`config.mk`:
```
export PLATFORM = sky130hd
export DESIGN_NAME = block_transfer_seq_flat
export DESIGN_NICKNAME = d
export VERILOG_FILES = /design/src/rtl/block_transfer_seq_if.sv /design/src/rtl/block_transfer_seq.sv /design/src/flat_wrapper.sv
export SDC_FILE = /design/constraint.sdc
export NUM_CORES = 1
export LEC_CHECK = 0
export ABC_AREA = 1
export CELL_PAD_IN_SITES_DETAIL_PLACEMENT = 0
export CELL_PAD_IN_SITES_GLOBAL_PLACEMENT = 1
export CORE_ASPECT_RATIO = 2
export CORE_MARGIN = 1
export CORE_UTILIZATION = 35
export CTS_CLUSTER_DIAMETER = 120
export DETAILED_ROUTE_END_ITERATION = 8
export PLACE_DENSITY = 0.77
export SLEW_MARGIN = 15
export SYNTH_ARGS = -nofsm -noshare
export SYNTH_HDL_FRONTEND = slang
export SYNTH_SLANG_ARGS = --single-unit
```
`constraint.sdc`:
```
create_clock -name CLK -period 7.1 [get_ports CLK]
set_input_delay 1.42 -clock CLK [delete_from_list [all_inputs] [get_ports CLK]]
set_output_delay 1.42 -clock CLK [all_outputs]
set_load 0.005 [all_outputs]
```
`src/rtl/block_transfer_seq_if.sv`:
```
// Bus bundle for block_transfer_seq: control request, register-file ports and memory handshake.
interface block_transfer_seq_if;
  localparam int unsigned AW = 32;
  localparam int unsigned DW = 32;
  localparam int unsigned RW = 4;
  localparam int unsigned LW = 16;

  logic          START;
  logic          L;
  logic          U;
  logic          P;
  logic          W;
  logic [RW-1:0] RN;
  logic [LW-1:0] RLIST;
  logic [AW-1:0] BASE;
  logic [RW-1:0] RS;
  logic [DW-1:0] RDATA;
  logic [RW-1:0] RC;
  logic [DW-1:0] RFD;
  logic          RFLD;
  logic [AW-1:0] MA;
  logic [DW-1:0] MDO;
  logic [DW-1:0] MDI;
  logic          MOE;
  logic          MRW;
  logic          MFC;
  logic          BUSY;
  logic          DONE;

  modport master (
    output START, L, U, P, W, RN, RLIST, BASE, RDATA, MDI, MFC,
    input  RS, RC, RFD, RFLD, MA, MDO, MOE, MRW, BUSY, DONE
  );

  modport slave (
    input  START, L, U, P, W, RN, RLIST, BASE, RDATA, MDI, MFC,
    output RS, RC, RFD, RFLD, MA, MDO, MOE, MRW, BUSY, DONE
  );
endinterface

```
`src/rtl/block_transfer_seq.sv`:
```
// LDM/STM-style block transfer sequencer walking a 16-bit register list in ascending order.
// Define BTS_WRITEBACK_EN to build the base-register writeback (WB) state.
module block_transfer_seq (
  input  logic                 CLK,
  input  logic                 RESET,
  block_transfer_seq_if.slave  bus
);
  localparam int unsigned AW = 32;
  localparam int unsigned DW = 32;
  localparam int unsigned RW = 4;
  localparam int unsigned LW = 16;
  localparam int unsigned NW = 5;

  typedef enum logic [2:0] {
    S_IDLE  = 3'd0,
    S_SETUP = 3'd1,
    S_NEXT  = 3'd2,
    S_XFER  = 3'd3,
    S_LDWR  = 3'd4,
`ifdef BTS_WRITEBACK_EN
    S_WB    = 3'd5,
`endif
    S_FIN   = 3'd6
  } state_e;

  state_e        state_q, state_d;
  logic [LW-1:0] mask_q, mask_d, mask_clr;
  logic          l_q, l_d, u_q, u_d, p_q, p_d;
  logic [AW-1:0] base_q, base_d, addr_q, addr_d, four_n;
  logic [NW-1:0] n_q, n_d;
  logic [RW-1:0] cur_q, cur_d, rc_q, rc_d;
  logic [AW-1:0] ma_q, ma_d;
  logic [DW-1:0] mdo_q, mdo_d, rfd_q, rfd_d;
  logic          advance;
`ifdef BTS_WRITEBACK_EN
  logic          w_q, w_d;
  logic [RW-1:0] rn_q, rn_d;
  logic [AW-1:0] final_q, final_d;
`else
  logic          unused_wb;
  assign unused_wb = ^{bus.W, bus.RN};
`endif

  function automatic logic [RW-1:0] lowest_idx(input logic [LW-1:0] m);
    logic [RW-1:0] idx;
    idx = '0;
    for (int i = LW - 1; i >= 0; i--) begin
      if (m[i]) idx = RW'(i);
    end
    return idx;
  endfunction

  function automatic logic [NW-1:0] popcount(input logic [LW-1:0] m);
    logic [NW-1:0] c;
    c = '0;
    for (int i = 0; i < LW; i++) c = c + NW'(m[i]);
    return c;
  endfunction

  assign four_n   = AW'({n_q, 2'b00});
  assign mask_clr = mask_q & ~(LW'(1) << cur_q);

  // Next-state and datapath updates.
  always_comb begin
    state_d = state_q;
    mask_d  = mask_q;
    l_d     = l_q;
    u_d     = u_q;
    p_d     = p_q;
    base_d  = base_q;
    n_d     = n_q;
    addr_d  = addr_q;
    cur_d   = cur_q;
    ma_d    = ma_q;
    mdo_d   = mdo_q;
    rc_d    = rc_q;
    rfd_d   = rfd_q;
    advance = 1'b0;
`ifdef BTS_WRITEBACK_EN
    w_d     = w_q;
    rn_d    = rn_q;
    final_d = final_q;
`endif
    unique case (state_q)
      S_IDLE: begin
        if (bus.START) begin
          mask_d  = bus.RLIST;
          l_d     = bus.L;
          u_d     = bus.U;
          p_d     = bus.P;
          base_d  = bus.BASE;
          n_d     = popcount(bus.RLIST);
`ifdef BTS_WRITEBACK_EN
          w_d     = bus.W;
          rn_d    = bus.RN;
`endif
          state_d = S_SETUP;
        end
      end
      S_SETUP: begin
        // Lowest register always takes the lowest address of the block.
        unique case ({u_q, p_q})
          2'b10:   addr_d = base_q;
          2'b11:   addr_d = base_q + AW'(4);
          2'b00:   addr_d = base_q - four_n + AW'(4);
          default: addr_d = base_q - four_n;
        endcase
`ifdef BTS_WRITEBACK_EN
        final_d = u_q ? (base_q + four_n) : (base_q - four_n);
`endif
        cur_d   = lowest_idx(mask_q);
        state_d = (mask_q == '0) ? S_FIN : S_NEXT;
      end
      S_NEXT: begin
        ma_d = addr_q;
        if (!l_q) mdo_d = bus.RDATA;
        state_d = S_XFER;
      end
      S_XFER: begin
        if (bus.MFC) begin
          if (l_q) begin
            rfd_d   = bus.MDI;
            rc_d    = cur_q;
            state_d = S_LDWR;
          end else begin
            advance = 1'b1;
          end
        end
      end
      S_LDWR: advance = 1'b1;
`ifdef BTS_WRITEBACK_EN
      S_WB:   state_d = S_FIN;
`endif
      S_FIN:  state_d = S_IDLE;
      default: state_d = S_IDLE;
    endcase

    // Retire the current register and pick the next one (or finish).
    if (advance) begin
      mask_d = mask_clr;
      addr_d = addr_q + AW'(4);
      if (mask_clr != '0) begin
        cur_d   = lowest_idx(mask_clr);
        state_d = S_NEXT;
      end else begin
`ifdef BTS_WRITEBACK_EN
        if (w_q) begin
          rc_d    = rn_q;
          rfd_d   = final_q;
          state_d = S_WB;
        end else begin
          state_d = S_FIN;
        end
`else
        state_d = S_FIN;
`endif
      end
    end
  end

  always_ff @(posedge CLK or posedge RESET) begin
    if (RESET) begin
      state_q <= S_IDLE;
      mask_q  <= '0;
      l_q     <= 1'b0;
      u_q     <= 1'b0;
      p_q     <= 1'b0;
      base_q  <= '0;
      n_q     <= '0;
      addr_q  <= '0;
      cur_q   <= '0;
      ma_q    <= '0;
      mdo_q   <= '0;
      rc_q    <= '0;
      rfd_q   <= '0;
`ifdef BTS_WRITEBACK_EN
      w_q     <= 1'b0;
      rn_q    <= '0;
      final_q <= '0;
`endif
    end else begin
      state_q <= state_d;
      mask_q  <= mask_d;
      l_q     <= l_d;
      u_q     <= u_d;
      p_q     <= p_d;
      base_q  <= base_d;
      n_q     <= n_d;
      addr_q  <= addr_d;
      cur_q   <= cur_d;
      ma_q    <= ma_d;
      mdo_q   <= mdo_d;
      rc_q    <= rc_d;
      rfd_q   <= rfd_d;
`ifdef BTS_WRITEBACK_EN
      w_q     <= w_d;
      rn_q    <= rn_d;
      final_q <= final_d;
`endif
    end
  end

  // Handshake strobes decode straight from state so reset drops them at once.
  always_comb begin
    bus.MOE  = (state_q == S_XFER);
    bus.MRW  = (state_q == S_XFER) && l_q;
    bus.BUSY = (state_q != S_IDLE);
    bus.DONE = (state_q == S_FIN);
    bus.RFLD = (state_q == S_LDWR);
`ifdef BTS_WRITEBACK_EN
    if (state_q == S_WB) bus.RFLD = 1'b1;
`endif
  end

  assign bus.RS  = cur_q;
  assign bus.RC  = rc_q;
  assign bus.RFD = rfd_q;
  assign bus.MA  = ma_q;
  assign bus.MDO = mdo_q;
endmodule

```
`src/flat_wrapper.sv`:
```
// flat-port wrapper written by rule: the top's interface ports become plain ports
module block_transfer_seq_flat 
  (CLK, RESET, bus_START, bus_L, bus_U, bus_P, bus_W, bus_RN, bus_RLIST, bus_BASE, bus_RDATA, bus_MDI, bus_MFC, bus_RS, bus_RC, bus_RFD, bus_RFLD, bus_MA, bus_MDO, bus_MOE, bus_MRW, bus_BUSY, bus_DONE);
  block_transfer_seq_if bus_i ();
  input  logic CLK;
  input  logic RESET;
  input wire logic [$bits(bus_i.START)-1:0] bus_START;
  input wire logic [$bits(bus_i.L)-1:0] bus_L;
  input wire logic [$bits(bus_i.U)-1:0] bus_U;
  input wire logic [$bits(bus_i.P)-1:0] bus_P;
  input wire logic [$bits(bus_i.W)-1:0] bus_W;
  input wire logic [$bits(bus_i.RN)-1:0] bus_RN;
  input wire logic [$bits(bus_i.RLIST)-1:0] bus_RLIST;
  input wire logic [$bits(bus_i.BASE)-1:0] bus_BASE;
  input wire logic [$bits(bus_i.RDATA)-1:0] bus_RDATA;
  input wire logic [$bits(bus_i.MDI)-1:0] bus_MDI;
  input wire logic [$bits(bus_i.MFC)-1:0] bus_MFC;
  output wire logic [$bits(bus_i.RS)-1:0] bus_RS;
  output wire logic [$bits(bus_i.RC)-1:0] bus_RC;
  output wire logic [$bits(bus_i.RFD)-1:0] bus_RFD;
  output wire logic [$bits(bus_i.RFLD)-1:0] bus_RFLD;
  output wire logic [$bits(bus_i.MA)-1:0] bus_MA;
  output wire logic [$bits(bus_i.MDO)-1:0] bus_MDO;
  output wire logic [$bits(bus_i.MOE)-1:0] bus_MOE;
  output wire logic [$bits(bus_i.MRW)-1:0] bus_MRW;
  output wire logic [$bits(bus_i.BUSY)-1:0] bus_BUSY;
  output wire logic [$bits(bus_i.DONE)-1:0] bus_DONE;
  assign bus_i.START = bus_START;
  assign bus_i.L = bus_L;
  assign bus_i.U = bus_U;
  assign bus_i.P = bus_P;
  assign bus_i.W = bus_W;
  assign bus_i.RN = bus_RN;
  assign bus_i.RLIST = bus_RLIST;
  assign bus_i.BASE = bus_BASE;
  assign bus_i.RDATA = bus_RDATA;
  assign bus_i.MDI = bus_MDI;
  assign bus_i.MFC = bus_MFC;
  assign bus_RS = bus_i.RS;
  assign bus_RC = bus_i.RC;
  assign bus_RFD = bus_i.RFD;
  assign bus_RFLD = bus_i.RFLD;
  assign bus_MA = bus_i.MA;
  assign bus_MDO = bus_i.MDO;
  assign bus_MOE = bus_i.MOE;
  assign bus_MRW = bus_i.MRW;
  assign bus_BUSY = bus_i.BUSY;
  assign bus_DONE = bus_i.DONE;
  block_transfer_seq u_core (.CLK(CLK), .RESET(RESET), .bus(bus_i));
endmodule
```
* Word-level counts from Yosys, hierarchy flattened
Index checks and enable logic that the tools add are counted.
Operators by class: $add $sub $neg 19, mux-type cells 51, reductions and logical operators 14, bitwise logic cells 3, eq/ne operators 11, shifts and indexed selects 1
Operators by type and width (count):
- 2-to-1 mux 4 bit | 35
- adder 32 x 3 -> 32 bit, second input constant | 3
- case mux 32 bit (3 select lines) | 1
- adder 5 x 1 -> 5 bit | 14
- 2-to-1 mux 32 bit | 2
- 2-to-1 mux 16 bit | 3
- subtractor 32 x 7 -> 32 bit | 1
- 2-to-1 mux 3 bit | 6
- bitwise AND 16 bit | 1
- zero test 16 bit | 1
- inverter 16 bit | 1
- nonzero test 16 bit | 1
- << shifter 1 x 4 -> 16 bit, first input constant | 1
- case mux 3 bit (5 select lines) | 1
- == test 3 x 2 -> 1 bit, second input constant | 2
- == test 3 bit, second input constant | 2
- != test 3 x 2 -> 1 bit, second input constant | 2
- AND reduction 2 bit | 3
- nonzero test 2 bit | 3
- == test 2 bit, second input constant | 2
- AND reduction 4 bit | 1
- == test 3 x 1 -> 1 bit, second input constant | 1
- zero test 3 bit | 1
- != test 3 x 1 -> 1 bit, second input constant | 1
- other kinds (9) | 10
Word-level totals: bits of input ports 124, word-level logic and storage cells 112, register bits 195, output and inout port bits 109

* Longest topological paths before layout
word-level depth 21, gate-level depth with buffers 23, depth with buffers taken out 22

* Worst setup path after synthesis
No wires, ideal clock.
path type input-to-reg, from input port bus_RLIST[0], to register u_core.n_q[4], stages on the path 13, data arrival time 4.748 ns, setup slack 2.222 ns, library setup time 0.131 ns, data required time 6.969 ns, buffers on the path 0, cell sequence ha_1 -> inv_1 -> fa_1 -> fa_1 -> fa_1 -> fa_1 -> inv_1 -> fa_1 -> fa_1 -> nand2_1 -> inv_1 -> o211ai_1 -> o21ai_0
On the way: longest elaborated chain between the ends 15
Ends and longest elaborated chain:
- start, declared | line flat_wrapper.sv:13 | input wire logic [$bits(bus_i.RLIST)-1:0] bus_RLIST;
- adder 1 x 1 -> 2 bit | line block_transfer_seq.sv:56 | for (int i = 0; i < LW; i++) c = c + NW'(m[i]);
- adder 5 x 1 -> 5 bit (14 in series) | line block_transfer_seq.sv:56
- end signal, assigned | line block_transfer_seq.sv:188 | n_q <= n_d;
- end, declared | line block_transfer_seq.sv:30 | logic [NW-1:0] n_q, n_d;
No other way between the ends. A chain may end at the register's enable or synchronous reset.

* Worst setup path after layout
Same ends and word-level chain as after synthesis.

==> flow_summary.json <==
{
  "grt_max_degree": 140,
  "finClkSkew_ns": 0.01709,
  "drc": 0,
  "stdcell_area_um2": 15660,
  "drv_cap": 0,
  "tightestPinTransition_ns": 0.9927,
  "fmax_mhz": 199.2,
  "syn_nets": 1833,
  "area.growth.synth_to_final_pct": 26.67,
  "rsz0062_at_grt": "false",
  "crit_arrival_ns": 5.35,
  "cts_setup_buffers": 0,
  "dieArea_um2": 36120,
  "ys_types": 47,
  "fillCellCount": 3567,
  "numClockSinks": 195,
  "startpoint_type": "input pin",
  "synth_seq_cells": 195,
  "core-area_um2": 34950,
  "pwr_density_cell_nw_per_um2": 492.5,
  "grt_pass1_vias": 11970,
  "final.setup.tns_ns": 0,
  "period_share_pct": 70.69,
  "synth_cells": 1683,
  "die_w_um": 134.9,
  "maxSlewViolCount": 0,
  "post_cts_resized": 0,
  "power_leakage_nw": 7.056,
  "required_ns": 7.43,
  "final.min_clock_period_ns": 5.019,
  "synth_area_um2": 12360,
  "ant_nets": 0,
  "drt_iter0_drc": 650,
  "grt-ovfl-total": 0,
  "status": "finished, final reports clean",
  "num_antenna_cells": 0,
  "vias_per_cell": 5.156,
  "rrSetupSlack_ns": 3.23,
  "numPortBuffers": 227,
  "clkLatencyLatePin_ns": 0.46,
  "grt_first_pass_wirelength_um": 64390,
  "min-delay-path-class": "reg2reg",
  "synth_area_leaders": "dfrtp_1 (39%), nand2_1 (14%), nand3_1 (6.0%)",
  "num-nets-final": 2031,
  "post-dp-hpwl_um": 32180,
  "relSlewSlack_pct": 33.41,
  "finalHoldViolCount": 0,
  "dr_total_vias": 12060,
  "vdd.ir_drop.worst_v": 0.0003977,
  "chipHeight_um": 267.8,
  "setup_viol": 0,
  "cts_tree": "done",
  "cts-htree-levels": 4,
  "cts_inserted_buffers": 17,
  "track_usage_pct": 23.55,
  "start_util_pct": 35.37,
  "clk_path_buf_depth": 2,
  "critPathMaxFanout": 2,
  "ys_seq_area_share_pct": 39.47,
  "clk_transition_reported_paths_ns": 0.08,
  "synth_top_area_cell": "dfrtp_1",
  "clockRootBuffer": "clkbuf_16",
  "yosysTopAreaCellShare_pct": 39.47,
  "routabilityCongestion": 0.9369,
  "antenna_found_initial": 0,
  "critPathKind": "in2reg",
  "wl_per_cell_um": 17.74,
  "synth.avg_cell_area_um2": 7.346,
  "cp-end-kind": "flip-flop",
  "postCtsHoldBufs": 0,
  "detailed_place.area_um2": 15050,
  "ys_warn_count": 0,
  "rows": 97,
  "layout-drive-gt1-share_pct": 8.342,
  "dr.pass1.iters": 5,
  "ios": 233,
  "wl_um": 41510
}
==> power breakdown <==
| part | internal, W | total, W | switching [W] | leakage [nW] |
|---|---|---|---|---|
| Combinational | 0.00179 | 0.00461 | 0.00282 | 4.40 |
| Sequential | 0.00166 | 0.00211 | 0.000445 | 2.37 |
| Clock | 0.000479 | 0.000994 | 0.000515 | 0.291 |
| Total | 0.00393 | 0.00771 | 0.00378 | 7.06 |
==> critical path: stages <==
cell and delay (ns):
clkdlybuf4s50_1 0.43, ha_1 0.30, inv_1 0.06, fa_1 0.44, fa_1 0.56, fa_1 0.44, fa_1 0.49, inv_1 0.05
fa_1 0.40, fa_1 0.40, nand2_1 0.07, inv_1 0.05, o211ai_1 0.14, o21ai_0 0.11
==> cell usage after synthesis, drive strengths merged <==
cell type,instances
a221oi,2
o21ai,151
a21oi,88
and2,1
inv,190
a211o,1
o221ai,6
xnor2,1
o211ai,4
nand3,152
nor4,17
a211oi,1
and3,1
o22ai,3
xor2,15
nand2,460
clkinv,3
or2,4
mux2,64
nor2b,1
ha,15
fa,11
a31oi,10
clkbuf,41
a22oi,15
a2bb2oi,1
dfrtp,195
nor3,18
nand3b,2
nand4,26
a21o,3
nor3b,1
a32oi,1
nor2,153
o21bai,4
o31ai,3
buf,19
==> cell type report <==
class / instances / area (µm²) / share of cell area (%)
Clock buffer: 17 / 425.4 / 2.717
Tap cell: 445 / 556.8 / 3.555
Sequential cell: 195 / 4880 / 31.16
Timing Repair Buffer: 239 / 2362 / 15.08
Clock inverter: 15 / 182.7 / 1.167
Inverter: 193 / 732.0 / 4.674
Multi-Input combinational cell: 1235 / 6521 / 41.64
==> through the flow <==
step	setup slack, ns	instances	total power [W]	utilization [%]	hold WS (ns)
2_1_floorplan	0.3678	1683	0.004946	-	0.4492
3_3_place_gp	1.585	2307	0.006670	43.06	0.4613
3_5_place_dp	1.602	2307	0.006741	43.06	0.4654
4_1_cts	2.077	2339	0.007767	44.80	0.4858
5_1_grt	1.920	2339	0.008415	44.80	0.4984
6_report	2.081	2339	0.007713	44.80	0.4803
==> sequential cells by signal, indices dropped and copies added, names as in the netlist <==
register        cells
u_core.addr_q      32
u_core.base_q      32
u_core.bus.MA      32
u_core.bus.MDO     32
u_core.bus.RC       4
u_core.bus.RFD     32
u_core.bus.RS       4
u_core.l_q          1
u_core.mask_q      16
u_core.n_q          5
u_core.p_q          1
u_core.state_q      3
u_core.u_q          1
==> path summary, 6_finish.rpt <==
kind                                                from                              to  cells after the start
setup reg to reg           u_core.state_q[1]$_DFFE_PP0P_    u_core.mask_q[5]$_DFFE_PP0P_                      9
max in group asynchronous                          RESET    u_core.base_q[7]$_DFFE_PP0P_                      3
setup / recovery                            bus_RLIST[0]       u_core.n_q[4]$_DFFE_PP0P_                     14
hold reg to reg            u_core.bus.MA[24]$_DFFE_PP0P_   u_core.bus.MA[24]$_DFFE_PP0P_                      2
hold / removal             u_core.bus.MA[24]$_DFFE_PP0P_   u_core.bus.MA[24]$_DFFE_PP0P_                      2
min in group asynchronous                          RESET  u_core.bus.RFD[25]$_DFFE_PP0P_                      2
==> cells by family after synthesis <==
| group | share of synthesized area, % |
|---|---|
| AO/OA/AOI/OAI | 12.96 |
| flip-flops | 39.47 |
| XOR/XNOR | 1.134 |
| buffers and inverters | 7.803 |
| AND/OR/NAND/NOR | 29.50 |
| multiplexers | 5.829 |
| adder cells (fa/ha/maj) | 3.299 |
==> layout by cell type (no fill, tap or decap), types with 15 or more instances in the layout <==
cell / count
mux2_2: 64
dfrtp_1: 195
a21oi_1: 87
nand2_1: 453
ha_1: 15
nor4_1: 17
o21ai_0: 147
nand4_1: 26
nor2_1: 131
nand3_1: 147
xor2_1: 15
nor3_1: 18
inv_1: 178
a22oi_1: 15
clkdlybuf4s50_1: 227
clkbuf_16: 17
==> layer usage <==
layer  track usage [%]  vias to the layer above  wire length [µm]
li1                  -                     5959                 -
met1             24.37                     5648             15400
met2             44.55                      362             22200
met3             3.188                       91              1607
met4             13.60                        0              2298
met5                 0                        -                 0
(Power assumes the default switching activity.)
==> variant, RTL diff (same settings) <==
Encoding of `state_e`: now one-hot (6 bits for 6 states).
--- a/src/rtl/block_transfer_seq.sv
+++ b/src/rtl/block_transfer_seq.sv
@@ -11,16 +11,16 @@
   localparam int unsigned LW = 16;
   localparam int unsigned NW = 5;
 
-  typedef enum logic [2:0] {
-    S_IDLE  = 3'd0,
-    S_SETUP = 3'd1,
-    S_NEXT  = 3'd2,
-    S_XFER  = 3'd3,
-    S_LDWR  = 3'd4,
+  typedef enum logic [5:0] {
+    S_IDLE  = 6'b000001,
+    S_SETUP = 6'b000010,
+    S_NEXT  = 6'b000100,
+    S_XFER  = 6'b001000,
+    S_LDWR  = 6'b010000,
 `ifdef BTS_WRITEBACK_EN
     S_WB    = 3'd5,
 `endif
-    S_FIN   = 3'd6
+    S_FIN   = 6'b100000
   } state_e;
 
   state_e        state_q, state_d;
Function: no difference found for any inputs over 4 cycles, from zero or initial values and one cycle with RESET high; so few cycles prove little.
==> variant against the unedited design <==
Power fell by 4.8%; wire length rose by 7.8%; non-clock buffer count did not move; setup slack got worse by 0.22 ns; final area rose by 1.8%; sequential cell count rose by 3; area after synthesis rose by 2.0%; via count fell by 0.83%.
==> variant: results (changes against the unedited design) <==
r2r endpoint: u_core.addr_q[28]$_DFFE_PP0P_ (was u_core.mask_q[5]$_DFFE_PP0P_)
post-synthesis mux area share: 5.714% (was 5.829%)
Slowest Stage Delay on Critical Path: 0.54 ns (was 0.56 ns)
Synth Area in Compound Gates: 12.44% (was 12.96%)
n_diodes: 0 (unchanged)
fill cell count: 3618 (was 3567)
metal2 WL: 24850 um (was 22200 um)
Max Clock Skew: 0.01360 ns (was 0.01709 ns)
post-synthesis sequential area ratio: 39.29% (was 39.47%)
Post-synth ARST share: 100.0% (unchanged)
outcome: finished clean (unchanged)
clock latency on the worst-skew pair: 0.46 ns (about the same)
CP Data Required Time: 7.40 ns (was 7.43 ns)
worst vdd ir: 0.1958 mV (was 0.3977 mV)
top cells by count, synth: 409 x nand2_1, 203 x inv_1, 197 x dfrtp_1 (was 454 x nand2_1, 195 x dfrtp_1, 181 x inv_1)
DR vias: 11960 (was 12060)
CTS H-tree lvls: 4 (unchanged)
Hold Crit Start: u_core.addr_q[0]$_DFFE_PP0P_ (was u_core.bus.MA[24]$_DFFE_PP0P_)
Post-synth top flop: dfrtp_1 (unchanged)
initial antenna violation count: 1 (was 0)
DRT iter0 DRCs: 656 (was 650)
dominant cells by area after synthesis: dfrtp_1 39%, nand2_1 12%, inv_1 6.0% (was dfrtp_1 39%, nand2_1 14%, nand3_1 6.0%)
Sw Share: 49.18% (was 49.05%)
flop2flop setup slack: 3.33 ns (was 3.23 ns)
Synth Area in Adders: 3.234% (was 3.299%)
CP endpoint: u_core.n_q[4]$_DFFE_PP0P_ (unchanged)
Hold Path End: u_core.bus.MA[0]$_DFFE_PP0P_ (was u_core.bus.MA[24]$_DFFE_PP0P_)
Post-CTS Setup Bufs: 0 (unchanged)
Gate Count Post-Synth: 1672 (was 1683)
Slew @ Worst Pin: 1.174 ns (was 0.9927 ns)
routed wl met3: 1935 um (was 1607 um)
Fin Hold WS: 0.4823 ns (was 0.4803 ns)
Layout Cells excl Fill: 2336 (was 2339)
Worst-path clk slew: 0.08 ns (about the same)
Post-DP Area: 15320 um2 (was 15050 um2)
post-synth cell types: 53 (was 47)
CP max FO: 2 (unchanged)
DRT met1 WL: 15140 um (was 15400 um)
layout cell share with drive strength beyond 1: 12.09% (was 8.342%)
fin nets: 2023 (was 2031)
CP Launch Point: bus_RLIST[0] (unchanged)
first-pass GRT wire length: 67360 um (was 64390 um)
GRT Overall Usage: 24.66% (was 23.55%)
Critical R2R Launch: u_core.p_q$_DFFE_PP0P_ (was u_core.state_q[1]$_DFFE_PP0P_)
GR Util met3: 2.942% (was 3.188%)
final WL: 44720 um (was 41510 um)
Static Leakage: 7.340 nW (was 7.056 nW)
cts bufs inserted: 17 (unchanged)
delay-heaviest family, CP: adder cells (unchanged)
largest net degree at the start of global routing: 97 (was 140)
DP Wirelength: 35180 um (was 32180 um)
GR Util met2: 47.84% (was 44.55%)
RD Place Congestion: 0.9493 (was 0.9369)
syn nets: 1822 (was 1833)
GRT met1 Usage: 23.62% (was 24.37%)
Post-Synth XOR/XNOR Area: 0.9721% (was 1.133%)
r2r worst-path depth: 19 (was 9)
[variant: cell count changes in the layout (fill, tap and decap cells not counted), sizes merged, moves of 6 or more]
cell,unedited run,this run
inv,195,219
o21ai,151,128
nor2,153,175
nand2,460,448
nand3,152,140
nor4,17,6
o221ai,6,16
a22oi,15,7
nor3,18,12
[variant: cell type report]
type | instances | area [um2] | area share (%)
clock inverters | 15 | 201.4 | 1.263
inverters | 218 | 827.0 | 5.186
repair buffers | 239 | 2362 | 14.81
flip-flops and latches | 198 | 4956 | 31.07
well taps | 450 | 563.0 | 3.530
clock buffers | 17 | 425.4 | 2.667
multi-input cells | 1199 | 6614 | 41.47
[variant: tightest hold or removal path: stages, from the launching register on]
cell and delay (ns):
dfrtp_1 0.35, nand2_1 0.06, nand2_1 0.05
[variant: power groups by stage]
stage | Sequential [mW] | Combinational [mW] | Clock [mW]
6_report | 2.07 | 4.25 | 1.02
4_1_cts | 2.07 | 4.26 | 1.06
3_3_place_gp | 2.07 | 4.20 | 0
3_5_place_dp | 2.09 | 4.24 | 0
2_1_floorplan | 1.98 | 2.71 | 0
5_1_grt | 2.14 | 4.72 | 1.10
[variant: kinds of logic after synthesis]
group / count (synthesis)
buffers and inverters: 275
flip-flops: 198
AO/OA/AOI/OAI: 274
AND/OR/NAND/NOR: 821
adder cells (fa/ha/maj): 26
XOR/XNOR: 14
multiplexers: 64
[variant: through the flow]
stage	power, mW	setup WS [ns]	utilization [%]
finish	7.346	1.860	44.85
global route	7.956	1.754	44.85
CTS	7.382	1.913	44.85
detailed placement	6.332	1.433	43.09
global placement	6.267	1.515	43.09
floorplan	4.690	0.2843	-
